File: src/rtl/mmio_tx_queue_pkg.sv
// mmio_tx_queue_pkg: shared constants for the MMIO transmit queue.
//   - Register window word addresses (address[1:0] once address[13:2]==0)
//   - STATUS bit positions and CTRL bit positions
//   - pack_status(): assembles the STATUS read word
package mmio_tx_queue_pkg;

    localparam logic [1:0] ADDR_DATA   = 2'd0;
    localparam logic [1:0] ADDR_STATUS = 2'd1;
    localparam logic [1:0] ADDR_CTRL   = 2'd2;
    localparam logic [1:0] ADDR_LEVEL  = 2'd3;

    localparam int ST_EMPTY = 0;
    localparam int ST_FULL  = 1;
    localparam int ST_OVF   = 2;
    localparam int ST_UDF   = 3;

    localparam int CTRL_FLUSH    = 0;
    localparam int CTRL_CLRFLAGS = 1;
    localparam int CTRL_PROBE    = 2;

    // bits[15:8] count, bits[7:4] zero, bits[3:0] udf/ovf/full/empty
    function automatic logic [15:0] pack_status(input logic [7:0] cnt,
                                                input logic empty,
                                                input logic full,
                                                input logic ovf,
                                                input logic udf);
        logic [15:0] s;
        s           = '0;
        s[15:8]     = cnt;
        s[ST_EMPTY] = empty;
        s[ST_FULL]  = full;
        s[ST_OVF]   = ovf;
        s[ST_UDF]   = udf;
        return s;
    endfunction

endpackage

File: src/rtl/mmio_tx_queue_fifo.sv
// sync_fifo_core: single-clock FIFO of 16-bit words.
//   clk, reset    : clock, synchronous active-high reset (clears pointers/count)
//   push, wdata   : enqueue request; ignored when full (pre-edge count)
//   pop           : dequeue request; ignored when empty
//   flush         : empties the queue; wins over a same-edge push/pop
//   rdata         : word at the head (mem[rd_ptr])
//   count, empty, full : occupancy; empty/full come from count only
module sync_fifo_core #(
    parameter int DEPTH = 16
) (
    input  logic                     clk,
    input  logic                     reset,
    input  logic                     push,
    input  logic                     pop,
    input  logic                     flush,
    input  logic [15:0]              wdata,
    output logic [15:0]              rdata,
    output logic [$clog2(DEPTH):0]   count,
    output logic                     empty,
    output logic                     full
);
    localparam int PTR_W = $clog2(DEPTH);

    logic [15:0]      mem [DEPTH];
    logic [PTR_W-1:0] rd_ptr;
    logic [PTR_W-1:0] wr_ptr;
    logic             push_ok;
    logic             pop_ok;

    assign full    = (count == (PTR_W+1)'(DEPTH));
    assign empty   = (count == '0);
    // A pop on the same edge never makes room for a push into a full queue.
    assign push_ok = push && !full;
    assign pop_ok  = pop && !empty;
    assign rdata   = mem[rd_ptr];

    always_ff @(posedge clk) begin
        if (reset || flush) begin
            count  <= '0;
            rd_ptr <= '0;
            wr_ptr <= '0;
        end else begin
            // Pointers wrap naturally since DEPTH is a power of two.
            if (push_ok) wr_ptr <= wr_ptr + PTR_W'(1);
            if (pop_ok)  rd_ptr <= rd_ptr + PTR_W'(1);
            if (push_ok && !pop_ok)      count <= count + (PTR_W+1)'(1);
            else if (pop_ok && !push_ok) count <= count - (PTR_W+1)'(1);
        end
    end

    // Storage has no reset; a write landing on a flush/reset edge is never
    // visible because the pointers restart at 0 with count 0.
    always_ff @(posedge clk) begin
        if (push_ok) mem[wr_ptr] <= wdata;
    end

endmodule

File: src/rtl/mmio_tx_queue.sv
// mmio_tx_queue: 4-word MMIO register window feeding a valid/ready stream.
//   clk, reset   : clock, synchronous active-high reset
//   in, address, load : word-RAM style bus write data, word address, write strobe
//   out          : combinational read data for address
//   tx_data, tx_valid, tx_ready : head-of-queue stream to the sink
// Registers: 0 DATA (push / peek), 1 STATUS, 2 CTRL (flush, clear, probe),
// 3 LEVEL (free slots). Anything with address[13:2]!=0 is unmapped.
module mmio_tx_queue #(
    parameter int DEPTH = 16
) (
    input  logic        clk,
    input  logic        reset,
    input  logic [15:0] in,
    input  logic [13:0] address,
    input  logic        load,
    output logic [15:0] out,
    output logic [15:0] tx_data,
    output logic        tx_valid,
    input  logic        tx_ready
);
    import mmio_tx_queue_pkg::*;

    localparam int PTR_W = $clog2(DEPTH);

    logic             mapped;
    logic [1:0]       sel;
    logic             wr_data;
    logic             wr_ctrl;
    logic             flush;
    logic             clr_flags;
    logic             set_ovf;
    logic             set_udf;
    logic             ovf;
    logic             udf;
    logic [15:0]      head;
    logic [PTR_W:0]   count;
    logic             empty;
    logic             full;

    assign mapped    = (address[13:2] == '0);
    assign sel       = address[1:0];
    assign wr_data   = load && mapped && (sel == ADDR_DATA);
    assign wr_ctrl   = load && mapped && (sel == ADDR_CTRL);
    assign flush     = wr_ctrl && in[CTRL_FLUSH];
    assign clr_flags = wr_ctrl && in[CTRL_CLRFLAGS];
    assign set_ovf   = wr_data && full;
    // Probe: software expected data but the queue was empty.
    assign set_udf   = wr_ctrl && in[CTRL_PROBE] && empty;

    sync_fifo_core #(.DEPTH(DEPTH)) u_fifo (
        .clk   (clk),
        .reset (reset),
        .push  (wr_data),
        .pop   (tx_valid && tx_ready),
        .flush (flush),
        .wdata (in),
        .rdata (head),
        .count (count),
        .empty (empty),
        .full  (full)
    );

    assign tx_valid = !empty;
    assign tx_data  = head;

    // Sticky flags; a set on the same edge as a clear wins.
    always_ff @(posedge clk) begin
        if (reset) begin
            ovf <= 1'b0;
            udf <= 1'b0;
        end else begin
            ovf <= set_ovf || (ovf && !clr_flags);
            udf <= set_udf || (udf && !clr_flags);
        end
    end

    // STATUS carries count in 8 bits; at DEPTH=256 a full queue reads 0 there
    // and the full bit disambiguates.
    always_comb begin
        out = '0;
        if (mapped) begin
            case (sel)
                ADDR_DATA:   if (!empty) out = head;
                ADDR_STATUS: out = pack_status(8'(count), empty, full, ovf, udf);
                ADDR_LEVEL:  out = 16'(DEPTH) - 16'(count);
                default:     out = '0;
            endcase
        end
    end

endmodule

File: config.mk
export PLATFORM = sky130hd
export DESIGN_NAME = mmio_tx_queue
export DESIGN_NICKNAME = d
export VERILOG_FILES = /design/src/rtl/mmio_tx_queue_pkg.sv /design/src/rtl/mmio_tx_queue_fifo.sv /design/src/rtl/mmio_tx_queue.sv
export SDC_FILE = /design/constraint.sdc
export NUM_CORES = 1
export LEC_CHECK = 0
export BUFFER_PORTS_ARGS = -buffer_cell sky130_fd_sc_hd__buf_2
export CORE_MARGIN = 10
export CORE_UTILIZATION = 54
export DETAILED_ROUTE_END_ITERATION = 7
export HOLD_SLACK_MARGIN = 0.05
export PLACE_DENSITY = 0.86
export SKIP_CTS_REPAIR_TIMING = 1
export SLEW_MARGIN = 0
export SYNTH_ARGS = -nofsm -noshare
export SYNTH_HDL_FRONTEND = slang
export SYNTH_SLANG_ARGS = --single-unit
File: constraint.sdc
create_clock -name clk -period 3.8 [get_ports clk]
set_input_delay 0.19 -clock clk [delete_from_list [all_inputs] [get_ports clk]]
set_output_delay 0.19 -clock clk [all_outputs]
set_load 0.02 [all_outputs]
Word level (Yosys, flattened, before mapping). Memory sizes are Yosys's and may differ from the RTL's. A register that Yosys moved wholly into a read port is not among the register bits. Cells that the tools add are included.

Flip-flop bits (word level): 15. Bits in writable memories: 256. Bits of input ports: 34. Memories kept: 1.

Add/sub/neg operators: 5. Eq/ne operators: 4. Multiplexer cells: 9. Reduce and logical (&&, ||, !) cells: 27.

Memories: u_fifo.mem (words 16, bits a word 16, rd ports 1, clocked after memory_dff 1, write ports 1, line mmio_tx_queue_fifo.sv:24) `logic [15:0] mem [DEPTH];`.

Operators with widths (number): $pmux W16 S3 (1); $mux W16 (2); $logic_and A1 B1 Y1 (15); $logic_not A12 Y1 (1); $mux W5 (2); $add A4 B1 Y4 const B (2); $mux W4 (2); $sub A5 B5 Y6 const A (1); $add A5 B1 Y5 const B (1); $eq A5 B5 Y1 const B (1); $logic_not A1 Y1 (5); $logic_not A5 Y1 (1); $sub A5 B1 Y5 const B (1); $eq A2 B2 Y1 const B (2); $logic_or A1 B1 Y1 (3); $eq A2 B1 Y1 const B (1); $logic_not A2 Y1 (1); $mux W1 (2); $reduce_bool A2 Y1 (1).

Depth between registers and ports, before layout.
Word-level depth: 8. Mapped depth: 15.

Modules after synthesis. A second synthesis with hierarchy kept.

Cell total of the unflattened synthesis: 584. Area total of the unflattened synthesis: 11039.3 um2.

Modules (own cells, without submodules): sync_fifo_core (times used 1, cells each 505, area an instance 10493.8 um2); mmio_tx_queue (times used 1, cells each 79, area an instance 545.5 um2).

Worst setup path before layout. Ideal clock, no wire load.

Path type: input port to flip-flop. Start: in address[10]. End: mem u_fifo.mem[0][0], enable pin. Library setup time: 0.430 ns. Arrival time: 3.403 ns. Required time: 3.370 ns. Slack: -0.033 ns. Cell stages on the path: 5. Cells stage by stage: or4_4 > or4_4 > or4_4 > buf_6 > nor4_1.

Cells in the longest elaborated chain, start to end: 6.

Ends and longest elaborated chain: start, declared (line mmio_tx_queue.sv:14) `input logic [13:0] address,`; $logic_not A12 Y1 (line mmio_tx_queue.sv:40) `assign mapped = (address[13:2] == '0);`; $logic_and A1 B1 Y1 (2 in series) (line mmio_tx_queue.sv:42) `assign wr_data = load && mapped && (sel == ADDR_DATA);`; $logic_and A1 B1 Y1 (line mmio_tx_queue_fifo.sv:33) `assign push_ok = push && !full;`; $mux W1 (line mmio_tx_queue_fifo.sv:54) `if (push_ok) mem[wr_ptr] <= wdata;`; $mux W1 (implied by the code) (line mmio_tx_queue_fifo.sv:54); end, declared (line mmio_tx_queue_fifo.sv:24).

Every way passes these cells.

Worst setup path in the final report.
Start: reg u_fifo.count[0]. End: reg u_fifo.count[4].

RTL lines: start, declared (line mmio_tx_queue_fifo.sv:18) `output logic [$clog2(DEPTH):0] count,`; start signal, assigned (line mmio_tx_queue_fifo.sv:46) `if (push_ok && !pop_ok) count <= count + (PTR_W+1)'(1);`; start signal, assigned (line mmio_tx_queue_fifo.sv:47) `else if (pop_ok && !push_ok) count <= count - (PTR_W+1)'(1);`; $eq A5 B5 Y1 * (line mmio_tx_queue_fifo.sv:30) `assign full = (count == (PTR_W+1)'(DEPTH));`; $logic_not A1 Y1 * (line mmio_tx_queue_fifo.sv:33); $logic_and A1 B1 Y1 * (line mmio_tx_queue_fifo.sv:33); via u_fifo.push_ok (line mmio_tx_queue_fifo.sv:27) `logic push_ok;`; $logic_not A1 Y1 (line mmio_tx_queue_fifo.sv:47); $logic_and A1 B1 Y1 (line mmio_tx_queue_fifo.sv:47); $reduce_bool A2 Y1 (no source line).

The timed path passes the listed nets; every way through them passes the cells marked *. The select of a mux whose other input is x is not followed. A chain may end at the register's enable or synchronous reset.

==> results by group <==
Status
  – Status: completed

GRT
  – Wire length of the first global-routing pass: 37.5 mm
  – Pin count of the biggest net entering global routing: 41
  – Gr ovfl total: 0
  – Vias in the first global route: 6276
  – All-Layer GR Usage: 0.186
  – Initial antenna violation count: 2

Timing
  – Final period utilization: 0.924
  – Setup WS post-layout: 0.287 ns
  – Worst-margin pin slew: 0.830 ns
  – # setup viols final: 0
  – Clock Skew: 0.0152 ns
  – Final min period: 3.51 ns
  – Relative max-transition margin: 0.442
  – Max Fclk: 285 MHz
  – Final Hold Vio Count: 0
  – RSZ-0062 raised after global routing: false
  – Fin. max-slew vios: 0

Power and ir drop
  – Psw: 1.87 mW
  – Reg power frac: 0.470
  – Maximum vdd drop: 511 uV
  – Combinational share of power: 0.178
  – Switching part of the total power: 0.250
  – Pwr Density: 583 mW/mm2
  – Power Total: 7.47 mW
  – Leak: 4.22 nW
  – Cell-internal power: 5.60 mW
  – Clock power frac: 0.353

Worst setup path
  – Top delay family on crit path: adder cells
  – Kind of critical path: flip-flop to flip-flop
  – Crit-path max cell delay: 0.50 ns
  – Worst reg2reg path depth: 14
  – Critical path peak fanout: 7
  – Critical Path End Type: flip-flop
  – Worst Path Buf+Inv: 3
  – R2R Setup Slk: 0.29 ns
  – Worst path cell trace: inv_1, ha_1, nor3b_1, ha_1, or4_4, inv_2, ha_1, inv_1, fa_1, a21o_1, a21oi_1, xnor2_1, or3_1, a21oi_1
  – Critical path depth in cells: 14
  – Most used cell, CP: ha_1
  – Crit path to: u_fifo.count[4]
  – Crit-path slowest cell: or4_4
  – Crit path required time: 4.26 ns
  – Setup crit start: u_fifo.count[0]
  – Startpoint Class: flip-flop
  – Arrival time at the worst endpoint: 3.97 ns
  – FF-to-FF Start: u_fifo.count[0]
  – Reg2reg end: u_fifo.count[4]

Logic synthesis
  – Synth top area cells: edfxtp_1, mux4_2, dfxtp_1, a22oi_1, ha_1
  – Syn Inst Count: 578
  – Seq/Total Area, Yosys: 0.733
  – Proportion of netlist area held by the largest area contributor: 0.699
  – Leading area contributor after synthesis: edfxtp_1
  – Synth Warn #: 0
  – FFs w/ async S/R, synth: 0
  – Post-synth EDFFs: 256
  – Post-synth top flop: edfxtp_1
  – Synthesis-stage register bit count: 275
  – Mapped cell area: 0.0110 mm2
  – Synth Area per Inst: 19.0 um2
  – Synth cell types: 42
  – Net count after synthesis: 625

Die
  – Initial core utilization: 0.546
  – Die Area: 0.0265 mm2
  – Core area: 0.0202 mm2
  – Die Y: 163 um
  – Cell Rows: 52
  – Die width: 163 um
  – I/O pin cnt: 67

Clocking
  – Worst skew pair latency: 0.52 ns
  – CTS Buf Count: 26
  – # H-tree levels: 1
  – Max clock buf depth: 3
  – CTS Sinks: 275
  – CTS Root Cell: clkbuf_16
  – CTS tree: done
  – Clock transition at the registers of the reported paths: 0.07 ns

Drt
  – Uppermost layer routed: met5
  – WL met1: 10.2 mm
  – Metal3 WL: 2.12 mm
  – Starting DRT DRC Count: 702
  – DRC viols: 0
  – Via density per instance: 6.19
  – Antenna Nets Post-Route: 0
  – TritonRoute pass-1 iters: 5
  – Final wirelength: 25.2 mm
  – Met2 WL post-DR: 12.0 mm
  – Routed vias: 6002
  – Post-DR wirelength/cell: 26.0 um

Worst hold path
  – Hold Path Class: input port to flip-flop

Place
  – Post-placement cell area: 0.0119 mm2
  – Gpl congestion: 0.816
  – DP Cell Count: 915
  – Pre-CTS setup slack: 0.175 ns
  – Hpwl dp: 15.2 mm
  – IO buf count: 66

Finish
  – Post-route insts no fill: 969
  – Layout cells sized above 1: 0.322
  – NumNets Final: 726
  – # diodes: 0
  – Final instance area: 0.0128 mm2
  – Fill count: 1375
  – Area Overhead vs Synth: 16.5%

Run
  – Max-cap violation count: 0
power groups by stage:
stage / logic (mW) / clock network, mW / registers, mW
after floorplan: 1.05 / 0 / 3.44
after global placement: 1.28 / 0 / 3.58
after detailed placement: 1.33 / 0 / 3.58
after CTS: 1.34 / 2.67 / 3.52
after global routing: 1.44 / 2.78 / 3.53
final: 1.33 / 2.63 / 3.51
cell families (layout without fill, tap and decap cells):
| group | count (synthesis) | count (layout) | synth area share |
|---|---|---|---|
| AOI/OAI and AO/OA | 61 | 61 | 0.0385 |
| xor gates and xnor gates | 11 | 11 | 0.00875 |
| adders and majority gates | 13 | 13 | 0.0155 |
| buffers and inverters | 45 | 166 | 0.0171 |
| DFF | 275 | 275 | 0.733 |
| muxes | 73 | 73 | 0.140 |
| and+or+nand+nor | 100 | 100 | 0.0475 |
state kept, by name, summed over array words and instances, names as in the netlist, named ones only:
register and count:
u_fifo.mem 256, u_fifo.count 5, u_fifo.rd_ptr 4, u_fifo.wr_ptr 4, ovf 1, udf 1
area by class of cell:
| type | instances | area, um2 | share of cell area |
|---|---|---|---|
| Sequential cell | 275 | 8070 | 0.630 |
| Multi-Input combinational cell | 258 | 2790 | 0.218 |
| Clock buffer | 38 | 798 | 0.0623 |
| Timing Repair Buffer | 103 | 673 | 0.0525 |
| Tap cell | 270 | 338 | 0.0264 |
| Clock inverter | 10 | 92.6 | 0.00722 |
| Inverter | 15 | 56.3 | 0.00439 |
layout by cell type (no fill, tap or decap), drive strengths merged, types with 2 or more instances in the layout:
| cell | Yosys | layout |
|---|---|---|
| a21o | 3 | 3 |
| nor2 | 39 | 39 |
| nand4 | 2 | 2 |
| a21oi | 16 | 16 |
| edfxtp | 256 | 256 |
| inv | 15 | 15 |
| buf | 11 | 97 |
| nor4 | 6 | 6 |
| or4b | 2 | 2 |
| ha | 12 | 12 |
| a22oi | 32 | 32 |
| nand3 | 2 | 2 |
| nor3 | 3 | 3 |
| clkinv | 0 | 8 |
| o31ai | 2 | 2 |
| nor2b | 4 | 4 |
| nand2 | 19 | 19 |
| xnor2 | 6 | 6 |
| or4 | 5 | 5 |
| mux4 | 64 | 64 |
| nand2b | 2 | 2 |
| xor2 | 5 | 5 |
| mux2 | 3 | 3 |
| clkbuf | 19 | 38 |
| mux2i | 6 | 6 |
| dlygate4sd3 | 0 | 6 |
| a221oi | 5 | 5 |
| nor3b | 4 | 4 |
| bufinv | 0 | 2 |
| or3 | 2 | 2 |
| and2 | 9 | 9 |
| dfxtp | 19 | 19 |
metal layers:
metal	GRT usage	vias to the layer above
met3	0.0384	59
met1	0.253	3101
li1	-	2551
met4	0.0676	4
met5	0	-
met2	0.294	287
how the worst min path moves through the flow:
stage / from / to / slack (ns) / cells past startpoint
3_3_place_gp: reset / udf / 0.38 / 2
4_1_cts: reset / ovf / -0.15 / 2
2_1_floorplan: reset / ovf / 0.26 / 1
6_report: in[4] / u_fifo.mem[12][4] / 0.05 / 1
3_5_place_dp: reset / ovf / 0.40 / 2
5_1_grt: in[4] / u_fifo.mem[6][4] / 0.05 / 1
synthesized netlist by cell type, types with 2 or more instances:
master and instances:
xnor2_1 6, edfxtp_1 256, nor2b_1 4, nor3b_1 2, and2_1 8, mux2i_1 6
clkbuf_1 19, o31ai_1 2, mux4_2 64, xor2_1 5, nand4_1 2, or4_1 2
inv_1 14, a221oi_1 5, a21o_1 3, mux2_2 3, nor3_1 3, nor2_1 39
nand2_1 19, nor4_1 6, or4b_2 2, nand3_1 2, a22oi_1 32, a21oi_1 16
buf_2 9, dfxtp_1 19, or4_4 3, nand2b_1 2, ha_1 12
stage by stage:
step	setup TNS, ns	hold WS [ns]	utilization
final	0	0.0496	0.636
after global routing	0	0.0507	0.636
after CTS	0	-0.153	0.633
after detailed placement	0	0.395	0.588
after global placement	0	0.384	0.588
after floorplan	-2.13	0.259	-
Power figures use the tool's default switching activity.
